<file path="src/rtl/hilo_muldiv.sv">
// -----------------------------------------------------------------------------
// hilo_muldiv
//   Multi-cycle multiply/divide unit together with the architectural HI/LO
//   registers, evaluated in the EX stage. While a result is being produced the
//   unit raises div_mul_stall so the pipeline holds IF/ID/EX. HI/LO are
//   committed only when the EX instruction advances (ex_ready) and has not
//   been squashed (flush).
//
//   Operations: MULT/MULTU/DIV/DIVU (multi-cycle), MTHI/MTLO (single cycle,
//   no stall). MFHI/MFLO simply read the hi/lo outputs.
//
//   Optional build macro:
//     DIVMUL_FAST_EN - a divide by zero, or one with |a| < |b|, skips the
//                      iterative phase and goes straight to DONE.
//
// Parameters
//   MUL_LAT        multiply latency in cycles after the product is registered
//                  (legal range 1..8)
//
// Ports
//   clk            clock
//   resetn         asynchronous active-low reset
//   ex_mult        EX holds MULT   (the six ex_* op flags are mutually
//   ex_multu       EX holds MULTU   exclusive)
//   ex_div         EX holds DIV
//   ex_divu        EX holds DIVU
//   ex_mthi        EX holds MTHI
//   ex_mtlo        EX holds MTLO
//   ex_a           rs value (dividend / multiplicand / MTHI-MTLO data)
//   ex_b           rt value (divisor / multiplier)
//   ex_ready       EX instruction advances to EC this cycle
//   flush          exception or ERET squash
//   div_mul_stall  hold the pipeline, result not ready yet
//   busy           unit is not idle
//   hi, lo         architectural HI/LO registers
// -----------------------------------------------------------------------------
module hilo_muldiv #(
    parameter int MUL_LAT = 2
) (
    input  logic        clk,
    input  logic        resetn,
    input  logic        ex_mult,
    input  logic        ex_multu,
    input  logic        ex_div,
    input  logic        ex_divu,
    input  logic        ex_mthi,
    input  logic        ex_mtlo,
    input  logic [31:0] ex_a,
    input  logic [31:0] ex_b,
    input  logic        ex_ready,
    input  logic        flush,
    output logic        div_mul_stall,
    output logic        busy,
    output logic [31:0] hi,
    output logic [31:0] lo
);

    typedef enum logic [1:0] {
        IDLE    = 2'd0,
        MUL_RUN = 2'd1,
        DIV_RUN = 2'd2,
        DONE    = 2'd3
    } state_t;

    localparam logic [5:0] MUL_LAST = 6'(MUL_LAT - 1);
    localparam logic [5:0] DIV_LAST = 6'd31;

    state_t      state;
    logic [5:0]  cnt;
    logic        is_div;
    logic        q_neg;      // quotient sign: operand signs differ
    logic        r_neg;      // remainder sign follows the dividend
    logic [63:0] prod;
    logic [31:0] quo;        // holds remaining dividend bits, fills with quotient bits
    logic [31:0] rem;
    logic [31:0] dsr;

    // ---------------------------------------------------------------- operand prep
    logic        op;
    logic        op_signed;
    logic        op_is_div;
    logic        a_neg;
    logic        b_neg;
    logic [31:0] a_mag;
    logic [31:0] b_mag;
    logic [63:0] mul_a;
    logic [63:0] mul_b;
    logic [63:0] mul_full;

    assign op        = ex_mult | ex_multu | ex_div | ex_divu;
    assign op_signed = ex_mult | ex_div;
    assign op_is_div = ex_div | ex_divu;
    assign a_neg     = op_signed & ex_a[31];
    assign b_neg     = op_signed & ex_b[31];

    // Magnitudes are unsigned 32-bit values: negating 0x80000000 gives
    // 0x80000000, which is exactly |-2^31|, so no 33rd bit is needed here.
    assign a_mag = a_neg ? (~ex_a + 32'd1) : ex_a;
    assign b_mag = b_neg ? (~ex_b + 32'd1) : ex_b;

    // Sign- or zero-extend to 64 bits; the low 64 bits of the product are then
    // exact for both signed and unsigned operands.
    assign mul_a    = {{32{a_neg}}, ex_a};
    assign mul_b    = {{32{b_neg}}, ex_b};
    assign mul_full = mul_a * mul_b;

    // ---------------------------------------------------------------- divide step
    // One restoring iteration: shift the next dividend bit into the partial
    // remainder, then subtract the divisor if it fits. The shifted remainder
    // is 33 bits wide so a divisor with bit 31 set compares correctly.
    logic [32:0] r_shift;
    logic        sub_ok;
    logic [31:0] r_diff;

    assign r_shift = {rem, quo[31]};
    assign sub_ok  = r_shift >= {1'b0, dsr};
    assign r_diff  = r_shift[31:0] - dsr;

    // ---------------------------------------------------------------- early-out
    logic div_skip;
`ifdef DIVMUL_FAST_EN
    assign div_skip = (ex_b == 32'd0) || (a_mag < b_mag);
`else
    assign div_skip = 1'b0;
`endif

    // ---------------------------------------------------------------- result
    logic [31:0] res_hi;
    logic [31:0] res_lo;

    // NOTE: every path assigns both outputs, so this block stays purely
    // combinational and no latch is inferred.
    always_comb begin
        if (is_div) begin
            res_hi = r_neg ? (~rem + 32'd1) : rem;
            res_lo = q_neg ? (~quo + 32'd1) : quo;
        end else begin
            res_hi = prod[63:32];
            res_lo = prod[31:0];
        end
    end

    // Reset also forces the stall low, so the pipeline is never held while
    // the unit is in reset.
    assign div_mul_stall = resetn && !flush &&
                           ((state == IDLE && op) || state == MUL_RUN || state == DIV_RUN);
    assign busy          = (state != IDLE);

    // ---------------------------------------------------------------- control
    // NOTE: all state is updated with non-blocking assignments so every
    // register samples the pre-edge values of the others.
    always_ff @(posedge clk or negedge resetn) begin
        if (!resetn) begin
            state  <= IDLE;
            cnt    <= '0;
            is_div <= 1'b0;
            q_neg  <= 1'b0;
            r_neg  <= 1'b0;
            prod   <= '0;
            quo    <= '0;
            rem    <= '0;
            dsr    <= '0;
            hi     <= '0;
            lo     <= '0;
        end else if (flush) begin
            // Squash wins over commit and over a new start.
            state <= IDLE;
            cnt   <= '0;
        end else begin
            case (state)
                IDLE: begin
                    if (op) begin
                        cnt    <= '0;
                        is_div <= op_is_div;
                        if (op_is_div) begin
                            q_neg <= a_neg ^ b_neg;
                            r_neg <= a_neg;
                            dsr   <= b_mag;
                            if (div_skip) begin
                                // Divide by zero yields an all-ones raw quotient,
                                // |a| < |b| yields zero; the raw remainder is |a|.
                                quo   <= (ex_b == 32'd0) ? 32'hFFFF_FFFF : 32'd0;
                                rem   <= a_mag;
                                state <= DONE;
                            end else begin
                                quo   <= a_mag;
                                rem   <= '0;
                                state <= DIV_RUN;
                            end
                        end else begin
                            prod  <= mul_full;
                            state <= MUL_RUN;
                        end
                    end else if (ex_ready) begin
                        if (ex_mthi) hi <= ex_a;
                        if (ex_mtlo) lo <= ex_a;
                    end
                end

                MUL_RUN: begin
                    if (cnt == MUL_LAST) state <= DONE;
                    else                 cnt   <= cnt + 6'd1;
                end

                DIV_RUN: begin
                    rem <= sub_ok ? r_diff : r_shift[31:0];
                    quo <= {quo[30:0], sub_ok};
                    if (cnt == DIV_LAST) state <= DONE;
                    else                 cnt   <= cnt + 6'd1;
                end

                DONE: begin
                    // Hold the result until the instruction actually advances.
                    if (ex_ready) begin
                        hi    <= res_hi;
                        lo    <= res_lo;
                        state <= IDLE;
                    end
                end

                default: state <= IDLE;
            endcase
        end
    end

endmodule

</file>
<file path="config.mk">
export PLATFORM = sky130hd
export DESIGN_NAME = hilo_muldiv
export DESIGN_NICKNAME = d
export VERILOG_FILES = /design/src/rtl/hilo_muldiv.sv
export SDC_FILE = /design/constraint.sdc
export NUM_CORES = 2
export LEC_CHECK = 0
export CAP_MARGIN = 10
export CORE_MARGIN = 2
export CORE_UTILIZATION = 40
export CTS_CLUSTER_SIZE = 14
export DETAILED_ROUTE_END_ITERATION = 8
export HOLD_SLACK_MARGIN = 0.05
export PLACE_DENSITY = 0.67
export SYNTH_ARGS = -nofsm -noshare
export SYNTH_HDL_FRONTEND = slang
export SYNTH_SLANG_ARGS = --single-unit
</file>
<file path="constraint.sdc">
create_clock -name clk -period 8.15 [get_ports clk]
set_clock_uncertainty 0.1 [all_clocks]
set_input_delay 0.815 -clock clk [delete_from_list [all_inputs] [get_ports clk]]
set_output_delay 0.815 -clock clk [all_outputs]
set_load 0.005 [all_outputs]
</file>
==> impl_summary.md <==
Route
After the first detailed-routing iteration, the DRC count stood at 3515. The number of antenna-violating nets in the routed design is 0. The number of iterations in the first detailed-routing pass is 6.

Dividing the detail-routed wire length by the instance count gives 20.6 um. The wire length after detailed routing is 170000 um. In the routed layout, each cell is associated on average with a via count of 5.18. Summing over every cut layer, the via total after detailed routing is 42800. For this run, design rule violations remaining after detail routing come to 0.

Yosys
fa_1 takes more of the synthesized area than any other cell. After technology mapping, the gate count stands at 6080. The total standard cell area after synthesis is 52800 sq um. The most used flip-flop cell after synthesis is dfrtp_1.

Synthesis inferred 235 register bits. The mean cell area of the mapped netlist is 8.68 sq um. The sequential cell area fraction in the yosys report is 0.111. For this run, asynchronously set or reset flops after synthesis account for 1.00.

Counting every net in the synthesized netlist gives 7534. Of the total synthesized cell area, the portion taken by full adders, half adders and majority gates is 0.487. Of the total synthesized cell area, the portion taken by AND, OR, NAND and NOR gates is 0.155.

Sorting the synthesized cells by area gives the leading types as fa_1 (43%), dfrtp_1 (11%), inv_1 (8.9%). The count of flip-flops with a built-in enable after synthesis is 0. After synthesis, the share of cell area in mux cells is 0.00808.

The area share of xor/xnor cells in the synthesized design is 0.0358. The count of synthesis-stage warnings from yosys is 0. The main combinational cell family by area after synthesis is adder cells. The number of distinct library cell variants in the gate-level netlist after synthesis is 79.

The area fraction in compound gates after synthesis is 0.0858. The share of synthesized area in the top cell type comes to 0.427.

Floorplanning
The number of standard-cell rows in the floorplan is 133. The I/O pin count is 140. The die covers 135000 sq um. From left edge to right edge, the die measures 367 um. The die height is 367 um.

The region available for standard cell placement spans 131000 sq um. The effective utilization at floorplan is 0.402.

Clocking
The number of CTS-inserted buffers is 24. The root buffer cell chosen for the clock tree is clkbuf_16. The number of H-tree branching levels is 1. In this run the deepest clock path goes through 3 buffers. TritonCTS built the clock tree. The clock drives 235 sinks. The clock latency on the worst-skew pair is 550 ps.

After clock tree synthesis, the clock-pin slew on the worst setup and hold paths is 60 ps. The count of hold buffers inserted by post-cts repair is 0.

Timing
The final setup violation count is 0. The maximum operating frequency is 125 MHz. Dividing the final minimum period by the clock period gives 0.981. The max-slew violation count is 0. The final worst setup slack is 152 ps. The minimum period implied by the final worst setup slack is 8000 ps.

The worst slack on hold paths is 228 ps. Setup repair after global routing could not meet its margin everywhere. The slew of the pin with the lowest slew margin is 1220 ps. The worst relative slew slack is 0.187. The number of endpoints with negative hold slack in the final report is 0.

Critical path
The data arrival at the endpoint of the critical path is 8310 ps. In this design, the critical path's most frequently occurring cell is fa_1. The delay of the slowest critical-path stage is 600 ps. For this design, the slowest cell found on the critical path is fa_1. The launching element type of the critical path is an input pin. Counting cells, the worst reg-to-reg path comes to 12.

The endpoint required time on the critical path is 8460 ps. The maximum net fanout on the critical path is 5. The kind of critical path is input pin to flop. STA classifies the critical path endpoint as a flop.

Global routing
Entering global routing, the biggest net connects 98 pins. The total overflow left after global routing is 0. The number of antenna violations at the first check in global routing is 10.

The global router's overall resource usage is 0.240. The via count of the first global-routing pass is 44700. The first global-routing pass estimated 255000 um of wire.

Cells and area
In the final layout, the share of cells above drive strength 1 is 0.132. Counting the fill cells in the layout gives 12300. Once layout is complete, the utilization of the core stands at 0.474. The layout-stage area growth over the synthesis result is 18.0%. The multi-input combinational cells in the finished layout cover a total of 41400 sq um. Across the whole layout, storage elements account for 5880 sq um. The final layout contains 7936 nets.

Placed design
Before CTS, the worst setup slack after placement is -845 ps. The final HPWL from detailed placement is 135000 um. The final RePlAce weighted congestion is 0.970. During placement, the flow inserted port buffers numbering 139.

Outcome
The run finished with clean final reports.

Job
The total of max-cap violations is 0.

Worst hold path
The tightest min-delay check is of the input pin to async pin type.
synth_stat cells (16+ instances only):
library cell / count
and3_1: 16
o21ai_0: 254
nand3_1: 30
nor3_1: 27
inv_1: 1246
mux2i_1: 37
fa_1: 1126
nand4_1: 16
or3_1: 19
o31ai_1: 34
nor2_1: 231
a31oi_1: 17
nand2b_1: 20
xnor2_1: 102
a21o_1: 54
dfrtp_1: 235
nor2b_1: 38
ha_1: 254
a21oi_1: 306
xor2_1: 114
clkbuf_1: 321
and2_1: 333
nand2_1: 1018
buf_1: 46
worst max-delay path: cells and delay by family:
family          cells  cell delay [ps]
fa+ha+maj           9             4340
compound gates      6             1600
buf+inv            10              980
simple gates        5              420
xor+xnor            1              150
through the flow:
step	cells	area, sq um	TNS [ps]
after floorplan	6080	53000	-516
after global placement	8158	60100	-14530
after detailed placement	8158	60100	-16460
after CTS	8202	61000	-7.84
after global routing	8254	62300	-132
final	8255	62300	0
cell families (layout without fill, tap and decap cells):
| family | count (synthesis) | count (layout) |
|---|---|---|
| fa+ha+maj | 1380 | 1380 |
| flops | 235 | 235 |
| compound gates | 778 | 778 |
| buf+inv | 1623 | 2041 |
| simple gates | 1806 | 1806 |
| other cells | 0 | 2 |
| mux | 42 | 42 |
| xor+xnor | 216 | 216 |
metal layers:
layer	up-vias	GRT usage	wire length (um)
li1	19000	-	-
met1	21600	0.345	71600
met2	1847	0.377	76300
met3	278	0.0400	16500
met4	6	0.0628	5900
met5	-	0	34
final cells by class:
type / instances / area share
Timing Repair Buffer: 753 / 0.118
Inverter: 1246 / 0.0752
Tap cell: 1755 / 0.0352
Clock inverter: 10 / 0.00153
Sequential cell: 235 / 0.0945
Antenna cell: 2 / 0.0000803
Multi-Input combinational cell: 4222 / 0.665
Clock buffer: 32 / 0.0106
flip-flops by register name (all words and copies together), names as in the netlist:
register	cells
quo	32
hi	32
is_div	1
lo	32
r_neg	1
state	2
dsr	32
q_neg	1
rem	32
prod	64
cnt	6
cell usage in the layout (no fill, tap or decap), types with 46 or more instances in the layout:
cell / Yosys / layout
o21ai_0: 254 / 242
buf_4: 3 / 492
inv_1: 1246 / 1228
ha_1: 254 / 235
fa_1: 1126 / 1098
clkbuf_16: 0 / 46
a21o_1: 54 / 54
a21oi_1: 306 / 293
and2_1: 333 / 331
buf_12: 0 / 79
nor2_1: 231 / 226
nand2_1: 1018 / 1009
clkdlybuf4s50_1: 0 / 74
dfrtp_1: 235 / 234
xor2_1: 114 / 114
xnor2_1: 102 / 101
timing repair:
| action | 4_1_cts | 5_1_grt |
|---|---|---|
| endpoints found under the setup margin | 16 | 25 |
| pin swaps | 13 | 106 |
| setup buffers | 2 | 29 |
| gates resized for setup | 28 | 185 |
| cloned | 0 | 23 |
worst paths after layout:
path	from	endpoint	slack [ps]
worst max-delay path	ex_div	prod[60]	150
min in group clk	prod[1]	prod[1]	380
worst min-delay path	resetn	rem[22]	230
max in group asynchronous	resetn	hi[8]	6230
worst max register to register	rem[0]	rem[2]	4070
worst min register to register	prod[1]	prod[1]	380
Power is left out: the tool's default activity adds up to more than one toggle a clock period on the data nets, which glitch-free logic cannot reach.
